**src/rtl/cla_pipe_addsub.sv**
```systemverilog
// rtl/cla_pipe_addsub.sv - pipelined carry-lookahead add/sub, one BLOCK-bit group resolved per stage
// Optional: define CLA_PIPE_SAT_EN to clamp the sum to the signed limit on overflow.
module cla_pipe_addsub #(
    parameter int WIDTH = 32,
    parameter int BLOCK = 8
) (
    input  logic             clk,
    input  logic             rst,
    input  logic             in_valid,
    output logic             in_ready,
    input  logic [WIDTH-1:0] a,
    input  logic [WIDTH-1:0] b,
    input  logic             cin,
    input  logic             sub,
    output logic             out_valid,
    input  logic             out_ready,
    output logic [WIDTH-1:0] sum,
    output logic             cout,
    output logic             ovf,
    output logic             zero
);
    localparam int STAGES = WIDTH / BLOCK;
    localparam int LAST   = STAGES - 1;

    if ((BLOCK != 4 && BLOCK != 8) || (WIDTH % BLOCK) != 0 || WIDTH < BLOCK) begin : g_param_check
        $error("cla_pipe_addsub: BLOCK must be 4 or 8 and WIDTH a multiple of BLOCK");
    end

    // Every carry is a flat sum of products over the group's P/G terms, no ripple.
    function automatic logic [BLOCK:0] lookahead(
        input logic [BLOCK-1:0] p,
        input logic [BLOCK-1:0] g,
        input logic             c0
    );
        logic [BLOCK:0] c;
        logic           term;
        c    = '0;
        c[0] = c0;
        for (int i = 0; i < BLOCK; i++) begin
            term = c0;
            for (int m = 0; m <= i; m++) term = term & p[m];
            c[i+1] = term;
            for (int j = 0; j <= i; j++) begin
                term = g[j];
                for (int m = j + 1; m <= i; m++) term = term & p[m];
                c[i+1] = c[i+1] | term;
            end
        end
        return c;
    endfunction

    logic advance;

    assign advance  = !out_valid || out_ready;
    assign in_ready = advance && !rst;

    for (genvar k = 0; k < STAGES; k++) begin : g_stage
        localparam int REM  = WIDTH - k * BLOCK;
        localparam int DONE = (k + 1) * BLOCK;

        logic [REM-1:0]   a_in;
        logic [REM-1:0]   b_in;
        logic             c_in;
        logic             v_in;
        logic [BLOCK-1:0] p;
        logic [BLOCK-1:0] g;
        logic [BLOCK-1:0] s;
        logic [BLOCK:0]   c;
        logic [DONE-1:0]  res;

        // Stage 0 conditions operands at accept; later stages take the skewed operands.
        if (k == 0) begin : g_in
            assign a_in = a;
            assign b_in = sub ? ~b : b;
            assign c_in = cin ^ sub;
            assign v_in = in_valid && in_ready;
            assign res  = s;
        end else begin : g_in
            assign a_in = g_stage[k-1].g_reg.opa_q;
            assign b_in = g_stage[k-1].g_reg.opb_q;
            assign c_in = g_stage[k-1].g_reg.cy_q;
            assign v_in = g_stage[k-1].g_reg.vld_q;
            assign res  = {s, g_stage[k-1].g_reg.res_q};
        end

        always_comb begin
            p = a_in[BLOCK-1:0] ^ b_in[BLOCK-1:0];
            g = a_in[BLOCK-1:0] & b_in[BLOCK-1:0];
            c = lookahead(p, g, c_in);
            s = p ^ c[BLOCK-1:0];
        end

        if (k < LAST) begin : g_reg
            logic                 vld_q, vld_d;
            logic                 cy_q, cy_d;
            logic [REM-BLOCK-1:0] opa_q, opa_d;
            logic [REM-BLOCK-1:0] opb_q, opb_d;
            logic [DONE-1:0]      res_q, res_d;

            always_comb begin
                vld_d = v_in;
                cy_d  = c[BLOCK];
                opa_d = a_in[REM-1:BLOCK];
                opb_d = b_in[REM-1:BLOCK];
                res_d = res;
            end

            always_ff @(posedge clk or posedge rst) begin
                if (rst) begin
                    vld_q <= 1'b0;
                    cy_q  <= 1'b0;
                    opa_q <= '0;
                    opb_q <= '0;
                    res_q <= '0;
                end else if (advance) begin
                    vld_q <= vld_d;
                    cy_q  <= cy_d;
                    opa_q <= opa_d;
                    opb_q <= opb_d;
                    res_q <= res_d;
                end
            end
        end else begin : g_last
            logic             vld_q, vld_d;
            logic             cout_q, cout_d;
            logic             ovf_q, ovf_d;
            logic             zero_q, zero_d;
            logic [WIDTH-1:0] sum_q, sum_d;

            always_comb begin
                vld_d  = v_in;
                cout_d = c[BLOCK];
                ovf_d  = c[BLOCK] ^ c[BLOCK-1];
                sum_d  = res;
`ifdef CLA_PIPE_SAT_EN
                // On overflow both operands share a sign, so A's MSB gives the true sign.
                if (ovf_d) begin
                    sum_d = a_in[REM-1] ? {1'b1, {(WIDTH-1){1'b0}}} : {1'b0, {(WIDTH-1){1'b1}}};
                end
`endif
                zero_d = (sum_d == '0);
            end

            always_ff @(posedge clk or posedge rst) begin
                if (rst) begin
                    vld_q  <= 1'b0;
                    cout_q <= 1'b0;
                    ovf_q  <= 1'b0;
                    zero_q <= 1'b0;
                    sum_q  <= '0;
                end else if (advance) begin
                    vld_q  <= vld_d;
                    cout_q <= cout_d;
                    ovf_q  <= ovf_d;
                    zero_q <= zero_d;
                    sum_q  <= sum_d;
                end
            end

            assign out_valid = vld_q;
            assign sum       = sum_q;
            assign cout      = cout_q;
            assign ovf       = ovf_q;
            assign zero      = zero_q;
        end
    end
endmodule

```
**config.mk**
```make
export PLATFORM = sky130hd
export DESIGN_NAME = cla_pipe_addsub
export DESIGN_NICKNAME = d
export VERILOG_FILES = /design/src/rtl/cla_pipe_addsub.sv
export SDC_FILE = /design/constraint.sdc
export NUM_CORES = 1
export LEC_CHECK = 0
export ABC_AREA = 1
export BUFFER_PORTS_ARGS = -buffer_cell sky130_fd_sc_hd__buf_4
export CORE_ASPECT_RATIO = 0.7
export CORE_MARGIN = 4
export CORE_UTILIZATION = 54
export DETAILED_ROUTE_END_ITERATION = 16
export MAX_ROUTING_LAYER = met4
export PLACE_DENSITY = 0.75
export REMOVE_ABC_BUFFERS = 1
export SKIP_LAST_GASP = 1
export SYNTH_ARGS = -nofsm -noshare
export SYNTH_HDL_FRONTEND = slang
export SYNTH_SLANG_ARGS = --single-unit
```
**constraint.sdc**
```tcl
create_clock -name clk -period 16.4 [get_ports clk]
set_input_delay 0.82 -clock clk [delete_from_list [all_inputs] [get_ports clk]]
set_output_delay 0.82 -clock clk [all_outputs]
set_load 0.03 [all_outputs]
```
==> flow_metrics.py <==
metrics = {
    "worst_setup_path": {
        "crit_arrival_ns": 2.00,
        "cp_data_required_time_ns": 15.58,
        "startpoint": "out_ready",
        "timing.rr.start": "out_valid$_DFFE_PP0N_",
        "reg2reg_slack_ns": 13.71,
        "endpoint": "in_ready",
        "start_kind": "input pin",
        "r2r-end": "g_stage[1].g_reg.res_q[12]$_DFFE_PP0N_",
        "worstPathMaxFanout": 216,
        "r2r_cells": 7,
        "worstSetupPathType": "in2out",
        "end_kind": "primary output",
    },
    "cts": {
        "cts_setup_buffers": 0,
        "root_buffer": "clkbuf_16",
        "cts_made_buffers": 17,
        "clk_latency_ns": 0.42,
        "cts_hold_buffers": 0,
        "path_clk_slew_ns": 0.07,
        "cts_resized": 0,
        "cts_tree": "done",
        "cts.path.max_buffers": 2,
        "cts.sinks": 186,
        "htree_levels": 4,
    },
    "placement": {
        "place_congestion": 0.8188,
        "dpl.cell_count": 1241,
        "place_ws_ns": 13.22,
        "io_buffers": 106,
        "place_area_um2": 9470,
        "hpwl_mm": 10.41,
    },
    "job": {
        "drv_cap": 0,
    },
    "power": {
        "combinationalPowerShare_pct": 39.1,
        "sw_frac_of_total_pct": 39.66,
        "seq_power_share_pct": 39.4,
        "power.total_mw": 1.961,
        "ir_worst_vdd_mv": 0.1282,
        "power_switching_mw": 0.7779,
        "power_density_nw_per_um2": 194.6,
        "power.internal_mw": 1.183,
        "p_leak_nw": 5.157,
        "clockPowerShare_pct": 21.5,
    },
    "drt": {
        "first_pass_iters": 5,
        "drt_iter0_markers": 459,
        "antenna_left": 0,
        "routedWlPerCell_um": 12.92,
        "routed_wl_mm": 16.45,
        "routed-via-count": 6242,
        "vias_per_cell": 4.903,
        "drc": 0,
    },
    "timing": {
        "setup_ws_ns": 13.58,
        "tightest_slew_ns": 0.8540,
        "slew_viol_final": 0,
        "grt_setup_unrepaired": "no",
        "setup_viol": 0,
        "fin_crit_sh_pct": 17.21,
        "final_hold_viol_count": 0,
        "finClkSkew_ns": 0.01200,
        "fin_tns_setup_ns": 0,
        "fmax_mhz": 354.3,
        "min_period_ns": 2.823,
        "max-slew-margin-rel_pct": 43.06,
    },
    "final_layout": {
        "diodes": 0,
        "nFillCells": 1298,
        "layout_commonest_cell": "nand2_1",
        "multi_input_area_um2": 3447,
        "final_cell_mix": "365 x nand2_1, 186 x dfrtp_1, 108 x buf_4",
        "regArea_um2": 4654,
        "area_delta_synth_final_pct": 17.57,
        "final_net_count": 1170,
        "finalNonFillerCells": 1273,
        "finalInstanceArea_um2": 10080,
        "drive_gt1_share_pct": 16.87,
    },
    "die": {
        "rows": 38,
        "start_util_pct": 55.14,
        "ios": 107,
        "core_area_um2": 15550,
        "die_h_um": 113.4,
        "die-area_um2": 17990,
        "die_width_um": 158.6,
    },
    "global_routing": {
        "first_global_vias": 5953,
        "antenna_found_initial": 0,
        "grt_pass1_wl_mm": 28.07,
        "grt_max_degree": 217,
        "track_usage_pct": 19.68,
        "grt_overflow_total": 0,
    },
    "logic_synthesis": {
        "ys_ff_latch": 186,
        "synth_edf_count": 0,
        "syn_area_per_cell_um2": 8.784,
        "async_reset_ff_share_pct": 100.0,
        "synth_cells": 976,
        "synth_seq_area_share_pct": 54.29,
        "synthesis.area_um2": 8573,
        "yosysUniqueCellTypes": 31,
        "yosysWarnings": 0,
        "synthFlopType": "dfrtp_1",
    },
    "run_status": {
        "status": "finished, final reports clean",
    },
    "worst_hold_path": {
        "hp-class": "reg2reg",
    },
}
-- worst min path at each step --
| stage | from | to | slack (ns) | cells past startpoint |
|---|---|---|---|---|
| global placement | g_stage[2].g_reg.vld_q$_DFFE_PP0N_ | out_valid$_DFFE_PP0N_ | 0.44 | 2 |
| finish | g_stage[0].g_reg.res_q[2]$_DFFE_PP0N_ | g_stage[1].g_reg.res_q[2]$_DFFE_PP0N_ | 0.47 | 2 |
| CTS | g_stage[0].g_reg.res_q[0]$_DFFE_PP0N_ | g_stage[1].g_reg.res_q[0]$_DFFE_PP0N_ | 0.47 | 2 |
| global route | g_stage[0].g_reg.res_q[2]$_DFFE_PP0N_ | g_stage[1].g_reg.res_q[2]$_DFFE_PP0N_ | 0.49 | 2 |
| floorplan | g_stage[2].g_reg.vld_q$_DFFE_PP0N_ | out_valid$_DFFE_PP0N_ | 0.42 | 2 |
| detailed placement | g_stage[2].g_reg.vld_q$_DFFE_PP0N_ | out_valid$_DFFE_PP0N_ | 0.44 | 2 |
-- Yosys cell counts (2+ instances only) --
| cell type | instances | area [um^2] |
|---|---|---|
| o22ai_1 | 4 | 25.02 |
| buf_1 | 2 | 7.510 |
| fa_1 | 4 | 80.08 |
| dfrtp_1 | 186 | 4654 |
| nor2_1 | 40 | 150.1 |
| clkbuf_1 | 19 | 71.32 |
| xor2_1 | 10 | 87.58 |
| a31oi_1 | 4 | 25.02 |
| inv_1 | 72 | 270.3 |
| nand3_1 | 25 | 125.1 |
| nor3_1 | 4 | 20.02 |
| xnor2_1 | 30 | 262.8 |
| nand2_1 | 365 | 1370 |
| a21oi_1 | 4 | 20.02 |
| ha_1 | 36 | 450.4 |
| nand2_2 | 18 | 112.6 |
| inv_2 | 2 | 7.510 |
| o21ai_1 | 4 | 20.02 |
| nand3_2 | 6 | 60.06 |
| nand4_1 | 7 | 43.79 |
| buf_2 | 23 | 115.1 |
| nor2_2 | 3 | 18.77 |
| a21oi_2 | 2 | 17.52 |
| or2_2 | 6 | 37.54 |
| o21ai_0 | 94 | 470.5 |
-- flip-flops by register name, summed over array words and instances, names as in the netlist --
register and count:
cout 1, g_stage.g_reg.cy_q 3, g_stage.g_reg.opa_q 48, g_stage.g_reg.opb_q 48, g_stage.g_reg.res_q 48, g_stage.g_reg.vld_q 3
out_valid 1, ovf 1, sum 32, zero 1
-- through the flow --
stage	util (%)	hold slack, ns
2_1_floorplan	-	0.4198
3_3_place_gp	60.91	0.4351
3_5_place_dp	60.91	0.4388
4_1_cts	64.83	0.4698
5_1_grt	64.83	0.4891
6_report	64.83	0.4655
-- power groups by stage --
stage                     clock, mW  combinational (mW)  sequential, mW
after global routing          0.448               0.881           0.796
after floorplan                   0               0.489           0.835
after global placement            0               0.740           0.772
final                         0.422               0.768           0.772
after CTS                     0.430               0.775           0.772
after detailed placement          0               0.767           0.776
-- routing by layer --
metal	global-route usage (%)	up-vias	share of wire [%]
met2	28.96	112	45
met1	28.73	2890	50
li1	-	3227	-
met3	3.110	13	3.7
met4	5.455	0	1.1
met5	-	-	0
-- layout make-up --
cell class | instances | share of cell area, %
flip-flops and latches | 186 | 46.18
multi-input cells | 672 | 34.20
repair buffers | 109 | 8.242
clock buffers | 20 | 4.531
inverters | 74 | 2.855
well taps | 200 | 2.483
clock inverters | 12 | 1.514
-- worst max-delay path, stage by stage --
cell and delay, ns:
buf_4 0.12, nor2_4 0.11, buf_12 0.54, nor2_1 0.14, buf_4 0.21
-- kinds of logic after synthesis --
family                   synth area share, %
buffers and inverters                  5.502
flip-flops                             54.29
AO/OA/AOI/OAI                          6.918
XOR/XNOR                               4.086
AND/OR/NAND/NOR                        23.02
adder cells (fa/ha/maj)                6.188
No activity file was read; power rests on OpenSTA's default activity.
